`src/rtl/framebuffer_port_arbiter.sv`:
```
// framebuffer_port_arbiter: shares framebuffer port A between two single-beat requesters
// and a built-in full-framebuffer clear sequencer that takes priority over arbitration.
module framebuffer_port_arbiter #(
  parameter int ADDR_WIDTH = 12,
  parameter int DATA_WIDTH = 8,
  parameter int DEPTH = 4096,
  parameter logic [DATA_WIDTH-1:0] CLEAR_VALUE = '0,
  parameter int RAM_READ_LATENCY = 1
) (
  input  logic                  clk_in,
  input  logic                  reset,
  input  logic                  r0_req,
  input  logic                  r0_write,
  input  logic [ADDR_WIDTH-1:0] r0_address,
  input  logic [DATA_WIDTH-1:0] r0_wdata,
  output logic                  r0_ack,
  output logic [DATA_WIDTH-1:0] r0_rdata,
  output logic                  r0_rdata_valid,
  input  logic                  r1_req,
  input  logic                  r1_write,
  input  logic [ADDR_WIDTH-1:0] r1_address,
  input  logic [DATA_WIDTH-1:0] r1_wdata,
  output logic                  r1_ack,
  output logic [DATA_WIDTH-1:0] r1_rdata,
  output logic                  r1_rdata_valid,
  input  logic                  clear_start,
  output logic                  clear_busy,
  output logic                  clear_done,
  output logic [DATA_WIDTH-1:0] ram_data_out,
  output logic [ADDR_WIDTH-1:0] ram_address,
  output logic                  ram_write_enable,
  output logic                  ram_clk_enable,
  input  logic [DATA_WIDTH-1:0] ram_data_in
);
  typedef enum logic {IDLE, CLEAR} state_t;
  localparam logic [ADDR_WIDTH:0] CNT_END = (ADDR_WIDTH+1)'(DEPTH);
  state_t state, state_d;
  logic [ADDR_WIDTH:0] cnt, cnt_d;
  logic last_grant, last_grant_d;
  logic e0, e1, win1, arb, start, clr_issue;
  logic ack0_d, ack1_d, busy_d, done_d, we_d, ce_d;
  logic [ADDR_WIDTH-1:0] addr_d;
  logic [DATA_WIDTH-1:0] data_d, hold0, hold1;
  logic [RAM_READ_LATENCY-1:0] pv, pid;

  always_ff @(posedge clk_in or negedge reset)
    if (!reset) state <= IDLE;
    else state <= state_d;

  always_comb
    state_d = state == IDLE ? (clear_start ? CLEAR : IDLE) : (cnt == CNT_END ? IDLE : CLEAR);

  // cnt is the next clear address; it rests at 0 so a new clear starts at address 0
  always_comb begin
    e0 = r0_req && !r0_ack;
    e1 = r1_req && !r1_ack;
    win1 = e1 && (!e0 || !last_grant);
    start = state == IDLE && clear_start;
    clr_issue = start || (state == CLEAR && cnt != CNT_END);
    arb = state == IDLE && !clear_start && (e0 || e1);
    cnt_d = clr_issue ? cnt + 1'b1 : '0;
    addr_d = clr_issue ? cnt[ADDR_WIDTH-1:0] : arb ? (win1 ? r1_address : r0_address) : ram_address;
    data_d = clr_issue ? CLEAR_VALUE : arb ? (win1 ? r1_wdata : r0_wdata) : ram_data_out;
    we_d = clr_issue || (arb && (win1 ? r1_write : r0_write));
    ce_d = clr_issue || arb;
    ack0_d = arb && !win1;
    ack1_d = arb && win1;
    last_grant_d = arb ? win1 : last_grant;
    busy_d = clr_issue;
    done_d = state == CLEAR && cnt == CNT_END;
  end

  always_ff @(posedge clk_in or negedge reset)
    if (!reset) begin
      cnt <= '0;
      last_grant <= 1'b1;
      ram_address <= '0;
      ram_data_out <= '0;
      ram_write_enable <= 1'b0;
      ram_clk_enable <= 1'b0;
      r0_ack <= 1'b0;
      r1_ack <= 1'b0;
      clear_busy <= 1'b0;
      clear_done <= 1'b0;
    end else begin
      cnt <= cnt_d;
      last_grant <= last_grant_d;
      ram_address <= addr_d;
      ram_data_out <= data_d;
      ram_write_enable <= we_d;
      ram_clk_enable <= ce_d;
      r0_ack <= ack0_d;
      r1_ack <= ack1_d;
      clear_busy <= busy_d;
      clear_done <= done_d;
    end

  // During a read strobe last_grant already names the owner; clear strobes are writes
  always_ff @(posedge clk_in or negedge reset)
    if (!reset) begin
      pv <= '0;
      pid <= '0;
      hold0 <= '0;
      hold1 <= '0;
    end else begin
      pv[0] <= ram_clk_enable && !ram_write_enable;
      pid[0] <= last_grant;
      for (int i = 1; i < RAM_READ_LATENCY; i++) begin
        pv[i] <= pv[i-1];
        pid[i] <= pid[i-1];
      end
      if (r0_rdata_valid) hold0 <= ram_data_in;
      if (r1_rdata_valid) hold1 <= ram_data_in;
    end

  assign r0_rdata_valid = pv[RAM_READ_LATENCY-1] && !pid[RAM_READ_LATENCY-1];
  assign r1_rdata_valid = pv[RAM_READ_LATENCY-1] && pid[RAM_READ_LATENCY-1];
  assign r0_rdata = r0_rdata_valid ? ram_data_in : hold0;
  assign r1_rdata = r1_rdata_valid ? ram_data_in : hold1;
endmodule

```
`config.mk`:
```
export PLATFORM = sky130hd
export DESIGN_NAME = framebuffer_port_arbiter
export DESIGN_NICKNAME = d
export VERILOG_FILES = /design/src/rtl/framebuffer_port_arbiter.sv
export SDC_FILE = /design/constraint.sdc
export NUM_CORES = 1
export LEC_CHECK = 0
export BUFFER_PORTS_ARGS = -buffer_cell sky130_fd_sc_hd__clkbuf_2
export CAP_MARGIN = 20
export CORE_AREA = 5 5 107 84
export CTS_BUF_LIST = sky130_fd_sc_hd__clkbuf_4
export DETAILED_ROUTE_END_ITERATION = 12
export DIE_AREA = 0 0 112 89
export SETUP_SLACK_MARGIN = 0.02
export SKIP_LAST_GASP = 1
export SLEW_MARGIN = 5
export SYNTH_ARGS = -nofsm -noshare
export SYNTH_HDL_FRONTEND = slang
export SYNTH_SLANG_ARGS = --single-unit
```
`constraint.sdc`:
```
create_clock -name clk_in -period 4.55 [get_ports clk_in]
set_input_delay 0.2275 -clock clk_in [delete_from_list [all_inputs] [get_ports clk_in]]
set_output_delay 0.2275 -clock clk_in [all_outputs]
set_load 0.02 [all_outputs]
```
**Word-level counts from Yosys, hierarchy flattened**

Index checks and enable logic that the tools add are counted.
W data, S select, Z words.

- Logic and storage cells: 60
- Output and inout bits: 44
- Register bits: 59
- Bits of input ports: 55

- Reduce and logical (&&, ||, !) cells: 28
- Multiplexer cells: 13
- Bitwise gates (word level): 1
- Equal/unequal tests: 2
- Add/sub/neg operators: 1

Operators with widths:

| kind | number |
|---|---|
| $mux W8 | 5 |
| $mux W12 | 3 |
| $logic_and A1 B1 Y1 | 14 |
| $add A13 B1 Y13 const B | 1 |
| $eq A13 B13 Y1 const B | 1 |
| $mux W13 | 1 |
| $ne A13 B13 Y1 const B | 1 |
| $logic_not A1 Y1 | 8 |
| $logic_or A1 B1 Y1 | 5 |
| $mux W1 | 4 |
| $reduce_bool A2 Y1 | 1 |
| $not A1 Y1 | 1 |

**Logic depth before layout (Yosys ltp)**

Gate-level depths: netlist of run 1.

- Depth after elaboration: 8
- Gate-level depth with buffers: 8
- Depth with buffers taken out: 7

**Worst setup path before layout of run 1**

OpenSTA, ideal clock, no wires.

- Path kind: reg-to-reg
- Start point: register cnt[0]
- End point: register ram_address[8]
- Path slack: 2.765 ns
- Stages on the path, launching flop included: 9
- Period minus slack after synthesis: 1.785 ns
- Data arrival time: 1.662 ns
- Setup time: 0.123 ns
- Path buffers: 2
- Data required time: 4.427 ns
- Path through: dfrtp_1 -> inv_1 -> ha_1 -> nor4bb_1 -> and4_4 -> or2_1 -> buf_6 -> buf_12 -> o221a_2

- Longest elaborated chain between the ends: 4
- Elaborated cells on any way between the ends: 5
- Those cells by class: eq/ne: 1; mux: 1; reduce/logical: 3

Ends and longest elaborated chain:

| what | line | source |
|---|---|---|
| from (decl) | 38 | `logic [ADDR_WIDTH:0] cnt, cnt_d;` |
| from (signal assigned) | 86 | `cnt <= cnt_d;` |
| $ne A13 B13 Y1 * | 59 | `clr_issue = start \|\| (state == CLEAR && cnt != CNT_END);` |
| $logic_and A1 B1 Y1 * | 59 |  |
| $logic_or A1 B1 Y1 * | 59 |  |
| $mux W12 or $reduce_bool A2 Y1 (tied branches) | n/a |  |
| to (signal assigned) | 88 | `ram_address <= addr_d;` |
| to (decl) | 30 | `output logic [ADDR_WIDTH-1:0] ram_address,` |

Every way passes the cells marked *; elsewhere a longest branch is shown, timed or not.
A chain may end at the register's enable or synchronous reset.

**Worst setup path in the final report of run 1**

- Start point: register r1_ack
- End point: register ram_address[0]

- Longest elaborated chain between the ends: 6
- Elaborated cells on any way between the ends: 9
- Those cells by class: mux: 3; reduce/logical: 6

Ends and longest elaborated chain:

| what | line | source |
|---|---|---|
| from (decl) | 23 | `output logic r1_ack,` |
| from (signal assigned) | 93 | `r1_ack <= ack1_d;` |
| $logic_not A1 Y1 * | 56 | `e1 = r1_req && !r1_ack;` |
| $logic_and A1 B1 Y1 * | 56 |  |
| $logic_and A1 B1 Y1 | 57 | `win1 = e1 && (!e0 \|\| !last_grant);` |
| $mux W12 (3 in a row) | 62 | `addr_d = clr_issue ? cnt[ADDR_WIDTH-1:0] : arb ? (win1 ? r1_address : r0_address) : ram_address;` |

Every way passes the cells marked *; elsewhere a longest branch is shown, timed or not. The select of a mux whose other input is x is not followed.

==> results.py, run 1 <==
metrics = {
    "cells_and_area": {
        "mostFrequentLayoutCell": "clkbuf_2",
        "syn_to_layout_area_delta_pct": 24.7,
        "drive_gt1_frac": 0.417,
        "leading_cell_types_in_the_layout_fill_and_taps_excluded": "clkbuf_2 (98), dfrtp_1 (57), nand3_1 (30)",
        "layout_net_count": 391,
        "final-instance-count-excl-fill": 443,
        "antenna_cells_inserted": 0,
        "postLayoutCoreUtil": 0.426,
    },
    "drt": {
        "met3WireLength_um": 577,
        "highest-signal-layer": "met4",
        "route.detailed.wl_per_inst_um": 15.5,
        "residual_drc_count": 0,
        "via_count": 2178,
        "detailedRoute.firstPassIterationCount": 4,
        "post_drt_via_cell_ratio": 4.92,
        "met2_length_um": 3050,
        "postRouteWirelength_um": 6860,
        "met1Wirelength_um": 3190,
        "number_of_nets_with_antenna_violations_after_detailed_routing": 0,
        "initialDrtViolationCount": 124,
    },
    "critical_path": {
        "critical_path.startpoint_type": "flop",
        "worst-setup-path-type": "flop to flop",
        "data_arrival_time_at_the_worst_slack_endpoint_ns": 2.86,
        "cp-end-kind": "flop",
        "crit_required_ns": 4.79,
        "crit_path_max_incr_delay_ns": 0.78,
        "crit_path_cell_trace": "nor2b_1 -> nand2_1 -> a211oi_1 -> o22ai_1",
        "crit_path_max_fanout": 15,
        "cp_slowest_cell": "nor2b_1",
    },
    "pwr": {
        "pleak_nw": 1.58,
        "vdd.ir_drop.worst_uv": 153,
        "power-per-cell-area_nw_per_um2": 478,
    },
    "timing": {
        "final-max-slew-violation-count": 0,
        "finalClockSkew_ns": 0.00959,
        "top_achievable_clock_speed_mhz": 381,
        "fin_hold_ws_ns": 0.101,
        "timing.setup.tns_ns": 0,
        "layout_worst_path_cycle_share": 0.577,
        "fin_crit_ns": 2.63,
        "worst_slew_margin_relative_to_its_limit": 0.332,
        "final_number_of_hold_violating_endpoints": 0,
        "grt_setup_unrepaired": "false",
        "final-setup-viol-count": 0,
        "tightest_slew_ns": 1.00,
    },
    "clocking": {
        "cts_max_path_buffers": 2,
        "cts_num_sinks": 58,
        "clockRootBuffer": "clkbuf_4",
        "clock_transition_at_path_regs_ns": 0.10,
        "numCtsBuffers": 9,
        "cts_tree": "yes",
        "htreeDepth": 3,
        "post_cts_buffers": 0,
        "worst_skew_pair.late_latency_ns": 0.39,
    },
    "worst_hold_path": {
        "timing.hold.worst.class": "input port to flop",
    },
    "run": {
        "drv.max_cap_violation_count": 0,
    },
    "placement": {
        "post-dp-hpwl_um": 5060,
        "placedCellCount": 426,
        "finalWeightedCongestion": 0.814,
        "placement.io_buffers": 98,
    },
    "die": {
        "die-height_um": 89,
        "pin_count": 99,
        "fp.coreArea_um2": 7740,
        "initial_utilization": 0.342,
        "die_area_um2": 9970,
        "rows": 28,
        "chipWidth_um": 112,
    },
    "logic_synthesis": {
        "syn_area_per_cell_um2": 11.2,
        "synth.ff_latch_count": 58,
        "synthArstFlopShare": 1.00,
        "mappedNetlistNets": 293,
        "ys_types": 38,
        "syn_area_um2": 2650,
        "yosys_most_used_dff": "dfrtp_1",
        "synthesis.instances": 236,
        "ys_warn_count": 0,
        "synth_seq_area_share": 0.548,
        "edff_count_synth": 0,
    },
    "global_routing": {
        "gr-usage-all-layers": 0.145,
        "grt_start_max_net_pins": 59,
        "grt_pass1_wl_um": 11200,
        "antenna_found_initial": 0,
        "grt_pass1_vias": 2231,
        "gr-total-overflow": 0,
    },
    "outcome": {
        "outcome": "complete, no violations",
    },
}
[cells by family (layout without fill, tap and decap cells)]
logic type	after synthesis	count (layout)	synth area share
buffers and inverters	20	122	0.0453
XOR/XNOR	11	11	0.0364
AO/OA/AOI/OAI	37	37	0.103
adder cells (fa/ha/maj)	2	2	0.00945
AND/OR/NAND/NOR	84	84	0.159
multiplexers	24	24	0.0983
flip-flops	58	58	0.548
[layer usage]
layer	vias to the layer above	GRT usage
met1	1041	0.198
met3	4	0.0609
met4	0	0.0459
met5	-	0
li1	1044	-
met2	89	0.211
[registers in the layout (all words and copies together) (netlist names)]
name / count
cnt: 13
ram_address: 12
hold0: 8
hold1: 8
ram_data_out: 8
clear_busy: 1
clear_done: 1
last_grant: 1
pid: 1
pv: 1
r0_ack: 1
r1_ack: 1
ram_clk_enable: 1
ram_write_enable: 1
[worst paths after layout]
kind | startpoint | endpoint | slack [ns] | cells after the start
min in group asynchronous | reset | r1_ack | 0.51 | 3
worst max-delay path | r1_ack | ram_address[0] | 1.92 | 4
worst min register to register | last_grant | pid | 0.44 | 0
worst max register to register | r1_ack | ram_address[0] | 1.92 | 4
worst min-delay path | r1_write | ram_write_enable | 0.10 | 3
max in group asynchronous | reset | hold0[5] | 3.55 | 3
[cells in the mapped netlist, types with 2 or more instances]
cell | number | share of area
nand3_1 | 30 | 0.057
o221a_1 | 2 | 0.0085
xnor2_1 | 8 | 0.026
nor3_1 | 5 | 0.0094
nand2b_1 | 2 | 0.0047
xor2_1 | 3 | 0.0099
nand2_1 | 12 | 0.017
o21ai_0 | 12 | 0.023
clkbuf_1 | 8 | 0.011
buf_6 | 3 | 0.013
mux2_2 | 16 | 0.068
mux2i_1 | 8 | 0.030
ha_1 | 2 | 0.0094
o22ai_1 | 10 | 0.024
dfrtp_1 | 57 | 0.54
nor2_1 | 18 | 0.026
nand4_1 | 3 | 0.0071
buf_2 | 2 | 0.0038
and3_1 | 3 | 0.0071
inv_1 | 4 | 0.0057
o221a_2 | 9 | 0.038
nor2b_1 | 3 | 0.0071
[worst max-delay path, delay by kind of cell, from the launching register on]
kind,cells,cell delay [ns]
and+or+nand+nor,2,1.43
AOI/OAI and AO/OA,2,0.64
DFF,1,0.40
[cell type report]
class | instances | area [um^2]
Fill cell | 765 | 4440
Sequential cell | 58 | 1450
Inverter | 5 | 18.8
Clock inverter | 5 | 22.5
Tap cell | 105 | 131
Multi-Input combinational cell | 158 | 1080
Clock buffer | 10 | 75.1
Timing Repair Buffer | 102 | 526
[power breakdown]
part           internal [W]  leakage [nW]  switching (W)
logic              0.000225         0.812       0.000275
registers          0.000657         0.710       0.000136
clock network      0.000109        0.0609       0.000176
[per-stage QoR]
step,setup WS (ns),area [um^2],power [W]
2_1_floorplan,2.77,2650,0.00112
3_3_place_gp,2.00,3180,0.00130
3_5_place_dp,1.97,3180,0.00131
4_1_cts,1.94,3300,0.00160
5_1_grt,1.69,3300,0.00169
6_report,1.92,3300,0.00158
[timing repair]
item | CTS | global route
endpoints found under the setup margin | 0 | 0
gates resized for setup | 0 | 0
endpoints found under the hold margin | 58 | 0
hold buffers | 2 | 0
(Power assumes the default switching activity.)
==> run 2: changes to the inputs <==
- clock period: 4.55 -> 2.6 ns (I/O delays scaled with it)
==> run 2 against run 1 <==
Sequential power up 74%. Final cell count up 3.8%. Sequential cell count unchanged. Utilization up 2.6 points. Combinational power up 82%. Sequential share of layout area down 2.5 points. First-iteration DRC count down 6.5%. Count of clock-buffer cells in the layout up 1. Die area unchanged. Critical path type unchanged. Critical endpoint is now ram_write_enable.
==> results.py, run 2 (synthesis gave the netlist of run 1 again) <==
metrics = {
    "outcome": {
        "outcome": "complete, no violations",
    },
    "cells_and_area": {
        "postLayoutCellArea_um2": 3500,
        "syn_to_layout_area_delta_pct": 32.1,
        "regArea_um2": 1450,
        "most_flop_heavy_register": "cnt",
        "final-instance-count-excl-fill": 460,
        "largest_registers": "cnt: 13 flops, ram_address: 12 flops",
        "leading_cell_types_in_the_layout_fill_and_taps_excluded": "clkbuf_2 (98), dfrtp_1 (57), nand3_1 (30)",
        "multiInputGateArea_um2": 1080,
        "mostFrequentLayoutCell": "clkbuf_2",
        "fill_cells": 747,
        "largest_reg_flops": 13,
        "layout_net_count": 408,
        "drive_gt1_frac": 0.411,
        "postLayoutCoreUtil": 0.452,
        "antenna_cells_inserted": 0,
    },
    "critical_path": {
        "timing.reg2reg.setup_slack_ns": 0.14,
        "endpoint": "ram_write_enable",
        "worst-r2r-cell-count": 8,
        "rr_endpoint": "ram_write_enable",
        "startpoint": "cnt[0]",
        "crit_required_ns": 2.89,
        "crit_path_max_incr_delay_ns": 0.56,
        "cp-end-kind": "flop",
        "crit_path_max_fanout": 26,
        "critical_path.startpoint_type": "flop",
        "critical_path.reg2reg.startpoint": "cnt[0]",
        "crit_path_cell_trace": "inv_1 -> ha_1 -> nor4bb_1 -> and4_4 -> or2_1 -> buf_6 -> nand3_1 -> dlygate4sd3_1",
        "worst-setup-path-type": "flop to flop",
        "cp_slowest_cell": "dlygate4sd3_1",
        "data_arrival_time_at_the_worst_slack_endpoint_ns": 2.75,
    },
    "timing": {
        "timing.setup.tns_ns": 0,
        "tightest_slew_ns": 0.846,
        "layout_worst_path_cycle_share": 0.946,
        "final-max-slew-violation-count": 0,
        "grt_setup_unrepaired": "false",
        "fin_crit_ns": 2.46,
        "final-setup-viol-count": 0,
        "final_number_of_hold_violating_endpoints": 0,
        "finalClockSkew_ns": 0.0141,
        "fin_hold_ws_ns": 0.0422,
        "top_achievable_clock_speed_mhz": 407,
        "worst_slew_margin_relative_to_its_limit": 0.436,
    },
    "drt": {
        "postRouteWirelength_um": 7220,
        "via_count": 2239,
        "route.detailed.wl_per_inst_um": 15.7,
        "initialDrtViolationCount": 116,
        "detailedRoute.firstPassIterationCount": 4,
        "residual_drc_count": 0,
        "number_of_nets_with_antenna_violations_after_detailed_routing": 0,
        "post_drt_via_cell_ratio": 4.87,
    },
    "clocking": {
        "htreeDepth": 3,
        "post_cts_buffers": 0,
        "clock_transition_at_path_regs_ns": 0.10,
        "numCtsBuffers": 9,
        "cts_num_sinks": 58,
        "clockRootBuffer": "clkbuf_4",
        "cts_tree": "yes",
        "cts_max_path_buffers": 2,
        "worst_skew_pair.late_latency_ns": 0.39,
    },
    "die": {
        "pin_count": 99,
        "die_area_um2": 9970,
        "die-height_um": 89,
        "initial_utilization": 0.342,
        "chipWidth_um": 112,
        "rows": 28,
        "fp.coreArea_um2": 7740,
    },
    "global_routing": {
        "grt_start_max_net_pins": 35,
        "gr-usage-met3": 0.0589,
        "grt_busiest_layer": "met2",
        "use_met2": 0.224,
        "grt_pass1_vias": 2286,
        "gr-total-overflow": 0,
        "gr-usage-all-layers": 0.152,
        "antenna_found_initial": 0,
        "met1_usage": 0.203,
        "grt_pass1_wl_um": 11700,
    },
    "placement": {
        "placement.io_buffers": 98,
        "placed_cell_area_um2": 3210,
        "post-dp-hpwl_um": 5360,
        "finalWeightedCongestion": 0.816,
        "placedCellCount": 429,
    },
    "pwr": {
        "vdd.ir_drop.worst_uv": 260,
        "pleak_nw": 1.67,
        "swShare": 0.360,
        "pwr-share-seq": 0.475,
        "pwr-share-comb": 0.313,
        "power-per-cell-area_nw_per_um2": 833,
        "total_switching_power_w": 0.00105,
        "power.clock.fraction": 0.213,
        "p_int_w": 0.00186,
    },
    "worst_hold_path": {
        "hold_depth": 3,
        "timing.hold.worst.class": "input port to flop",
    },
    "run": {
        "drv.max_cap_violation_count": 0,
    },
}
==> run 2: changes by cell type in the layout (fill, tap and decap cells not counted), sizes merged <==
cell / change
clkinv: -2
dlygate4sd3: +14
clkbuf: +1
bufinv: +1
buf: +3
==> run 2: worst max-delay path: cells and delay by family (launching register included) <==
family | cells | cell delay, ns
DFF | 1 | 0.45
buffers and inverters | 3 | 0.89
and+or+nand+nor | 4 | 0.86
adders and majority gates | 1 | 0.17
==> run 2: metal layers <==
layer  part of all wire  routed length, um
met1               0.46               3340
met2               0.44               3170
met3              0.081                585
met4              0.017                126
met5                  0                  0
==> run 2: stage by stage <==
step                setup WS, ns  power, W
floorplan                  0.815   0.00197
global placement           0.542   0.00228
detailed placement         0.435   0.00230
CTS                       0.0741   0.00295
global route              0.0304   0.00311
finish                     0.140   0.00291
==> run 2: layout make-up <==
class / instances / area share
clock inverters: 4 / 0.0125
repair buffers: 119 / 0.198
well taps: 105 / 0.0375
flip-flops and latches: 58 / 0.415
inverters: 5 / 0.00536
multi-input cells: 158 / 0.308
clock buffers: 11 / 0.0236
==> run 2: what timing repair did <==
action,CTS,global route
hold endpoints to repair,52,0
hold buffers,16,0
gates resized for setup,0,2
setup endpoints to repair,0,2
==> run 2: worst min-delay path by stage <==
stage / from / slack [ns] / to
6_report: r1_wdata[7] / 0.04 / ram_data_out[7]
5_1_grt: r0_wdata[5] / 0.01 / ram_data_out[5]
4_1_cts: r1_wdata[5] / 0.003 / ram_data_out[5]
3_5_place_dp: reset / 0.28 / ram_address[3]
3_3_place_gp: reset / 0.26 / cnt[4]
2_1_floorplan: reset / -0.17 / clear_busy
==> run 2: power by group through the flow <==
stage               registers, W  clock network [W]  logic, W
CTS                      0.00138           0.000644  0.000924
global placement         0.00140                  0  0.000879
detailed placement       0.00140                  0  0.000903
floorplan                0.00141                  0  0.000555
global route             0.00142           0.000682   0.00100
finish                   0.00138           0.000620  0.000911
==> run 3: changes to the inputs <==
- CORE_AREA: 5 5 107 84 -> 5 5 91 72
- DIE_AREA: 0 0 112 89 -> 0 0 96 77
- PLACE_DENSITY: default -> 0.78
==> run 3 against run 2 <==
Register-to-register slack improved by 0.12 ns. Maximum frequency rose by 5.3%. Total power down 4.4%. Sequential power barely moved. Sequential cell count did not move. First-iteration DRC count shrank 26%. Final cell count fell by 6.3%. Critical endpoint unchanged. Largest cell class unchanged. Largest power group unchanged. Highest routed layer unchanged.
==> results.py, run 3 (synthesis gave the netlist of run 1 again) <==
metrics = {
    "critical_path": {
        "crit_path_max_fanout": 13,
        "critPathMostFrequentCell": "nand3_1",
        "crit_path_max_incr_delay_ns": 0.59,
        "cp_slowest_cell": "nand2_1",
        "cp-end-kind": "flop",
        "data_arrival_time_at_the_worst_slack_endpoint_ns": 2.66,
        "crit_path_cell_trace": "nand3b_1 -> nand2_1 -> nand3_1 -> nand3_1 -> dlygate4sd3_1",
        "worst-setup-path-type": "flop to flop",
        "critical_path.startpoint_type": "flop",
        "crit_required_ns": 2.93,
    },
    "timing": {
        "timing.setup.tns_ns": 0,
        "finalClockSkew_ns": 0.0112,
        "final-max-slew-violation-count": 0,
        "worst_slew_margin_relative_to_its_limit": 0.451,
        "grt_setup_unrepaired": "false",
        "final-setup-viol-count": 0,
        "final_number_of_hold_violating_endpoints": 0,
        "layout_worst_path_cycle_share": 0.898,
        "tightest_slew_ns": 0.824,
        "top_achievable_clock_speed_mhz": 428,
        "fin_crit_ns": 2.34,
        "fin_hold_ws_ns": 0.0328,
    },
    "global_routing": {
        "grt_pass1_wl_um": 11000,
        "gr-total-overflow": 0,
        "antenna_found_initial": 0,
        "grt_busiest_layer": "met2",
        "grt_start_max_net_pins": 35,
        "gr-usage-met3": 0.0734,
        "use_met2": 0.294,
        "grt_pass1_vias": 2275,
        "met1_usage": 0.256,
        "gr-usage-all-layers": 0.194,
    },
    "cells_and_area": {
        "leading_cell_types_in_the_layout_fill_and_taps_excluded": "clkbuf_2 (98), dfrtp_1 (57), nand3_1 (30)",
        "layout_net_count": 406,
        "mostFrequentLayoutCell": "clkbuf_2",
        "postLayoutCellArea_um2": 3410,
        "drive_gt1_frac": 0.419,
        "antenna_cells_inserted": 0,
        "largest_registers": "cnt: 13 flops, ram_address: 12 flops",
        "largest_reg_flops": 13,
        "syn_to_layout_area_delta_pct": 28.8,
        "final-instance-count-excl-fill": 431,
        "most_flop_heavy_register": "cnt",
    },
    "clocking": {
        "cts_max_path_buffers": 2,
        "htreeDepth": 3,
        "cts_tree": "yes",
        "clockRootBuffer": "clkbuf_4",
        "post_cts_buffers": 0,
        "worst_skew_pair.late_latency_ns": 0.38,
        "cts_num_sinks": 58,
        "clock_transition_at_path_regs_ns": 0.09,
        "numCtsBuffers": 9,
    },
    "pwr": {
        "power.clock.fraction": 0.184,
        "pwr-share-comb": 0.318,
        "pwr-share-seq": 0.498,
        "p_int_w": 0.00176,
        "swShare": 0.369,
        "total_switching_power_w": 0.00103,
        "vdd.ir_drop.worst_uv": 392,
        "pleak_nw": 1.65,
        "power-per-cell-area_nw_per_um2": 817,
    },
    "placement": {
        "placedCellCount": 404,
        "placement.io_buffers": 98,
        "placed_cell_area_um2": 3190,
        "post-dp-hpwl_um": 4840,
        "finalWeightedCongestion": 0.777,
    },
    "die": {
        "pin_count": 99,
        "die_area_um2": 7390,
        "initial_utilization": 0.474,
        "chipWidth_um": 96,
        "die-height_um": 77,
        "rows": 24,
        "fp.coreArea_um2": 5590,
    },
    "drt": {
        "initialDrtViolationCount": 86,
        "via_count": 2231,
        "postRouteWirelength_um": 6500,
        "residual_drc_count": 0,
        "number_of_nets_with_antenna_violations_after_detailed_routing": 0,
        "route.detailed.wl_per_inst_um": 15.1,
        "post_drt_via_cell_ratio": 5.18,
        "detailedRoute.firstPassIterationCount": 4,
    },
    "outcome": {
        "outcome": "complete, no violations",
    },
    "worst_hold_path": {
        "timing.hold.worst.class": "input port to flop",
    },
    "run": {
        "drv.max_cap_violation_count": 0,
    },
}
run 3: power by group through the flow:
| stage | Clock (W) | Combinational, W | Sequential, W |
|---|---|---|---|
| final | 0.000512 | 0.000886 | 0.00139 |
| after global routing | 0.000582 | 0.000974 | 0.00142 |
| after CTS | 0.000535 | 0.000898 | 0.00139 |
| after detailed placement | 0 | 0.000890 | 0.00140 |
| after global placement | 0 | 0.000865 | 0.00140 |
| after floorplan | 0 | 0.000555 | 0.00141 |
run 3: worst max-delay path, delay by kind of cell (launching register included):
| kind | cells | cell delay, ns |
|---|---|---|
| buf+inv | 1 | 0.54 |
| simple gates | 4 | 1.18 |
| flops | 1 | 0.56 |
run 3: cell type report:
cell class | instances | area (um^2)
flip-flops and latches | 58 | 1450
repair buffers | 117 | 663
inverters | 5 | 18.8
clock inverters | 4 | 20.0
well taps | 78 | 97.6
multi-input cells | 158 | 1080
fillers | 508 | 2170
clock buffers | 11 | 82.6
run 3: what timing repair did:
| action | CTS | global route |
|---|---|---|
| hold buffers | 12 | 0 |
| endpoints found under the setup margin | 0 | 0 |
| gates resized for setup | 0 | 0 |
| hold endpoints to repair | 48 | 0 |
run 3: per-stage QoR:
stage	util	power, W	setup slack, ns
after floorplan	-	0.00197	0.815
after global placement	0.571	0.00226	0.717
after detailed placement	0.571	0.00229	0.626
after CTS	0.611	0.00282	0.273
after global routing	0.611	0.00298	0.0978
final	0.611	0.00279	0.264
run 3: worst paths after layout:
path	from	to	slack [ns]	cells past startpoint
min in group asynchronous	reset	ram_address[4]	0.36	2
setup / recovery	last_grant	ram_write_enable	0.26	5
setup reg to reg	last_grant	ram_write_enable	0.26	5
max in group asynchronous	reset	hold1[5]	1.54	3
hold / removal	r1_wdata[0]	ram_data_out[0]	0.03	3
hold reg to reg	last_grant	pid	0.43	0
run 3: routing by layer:
metal	vias to the layer above	share of wire
li1	1077	-
met1	1060	0.44
met2	83	0.48
met3	11	0.066
met4	0	0.016
met5	-	0
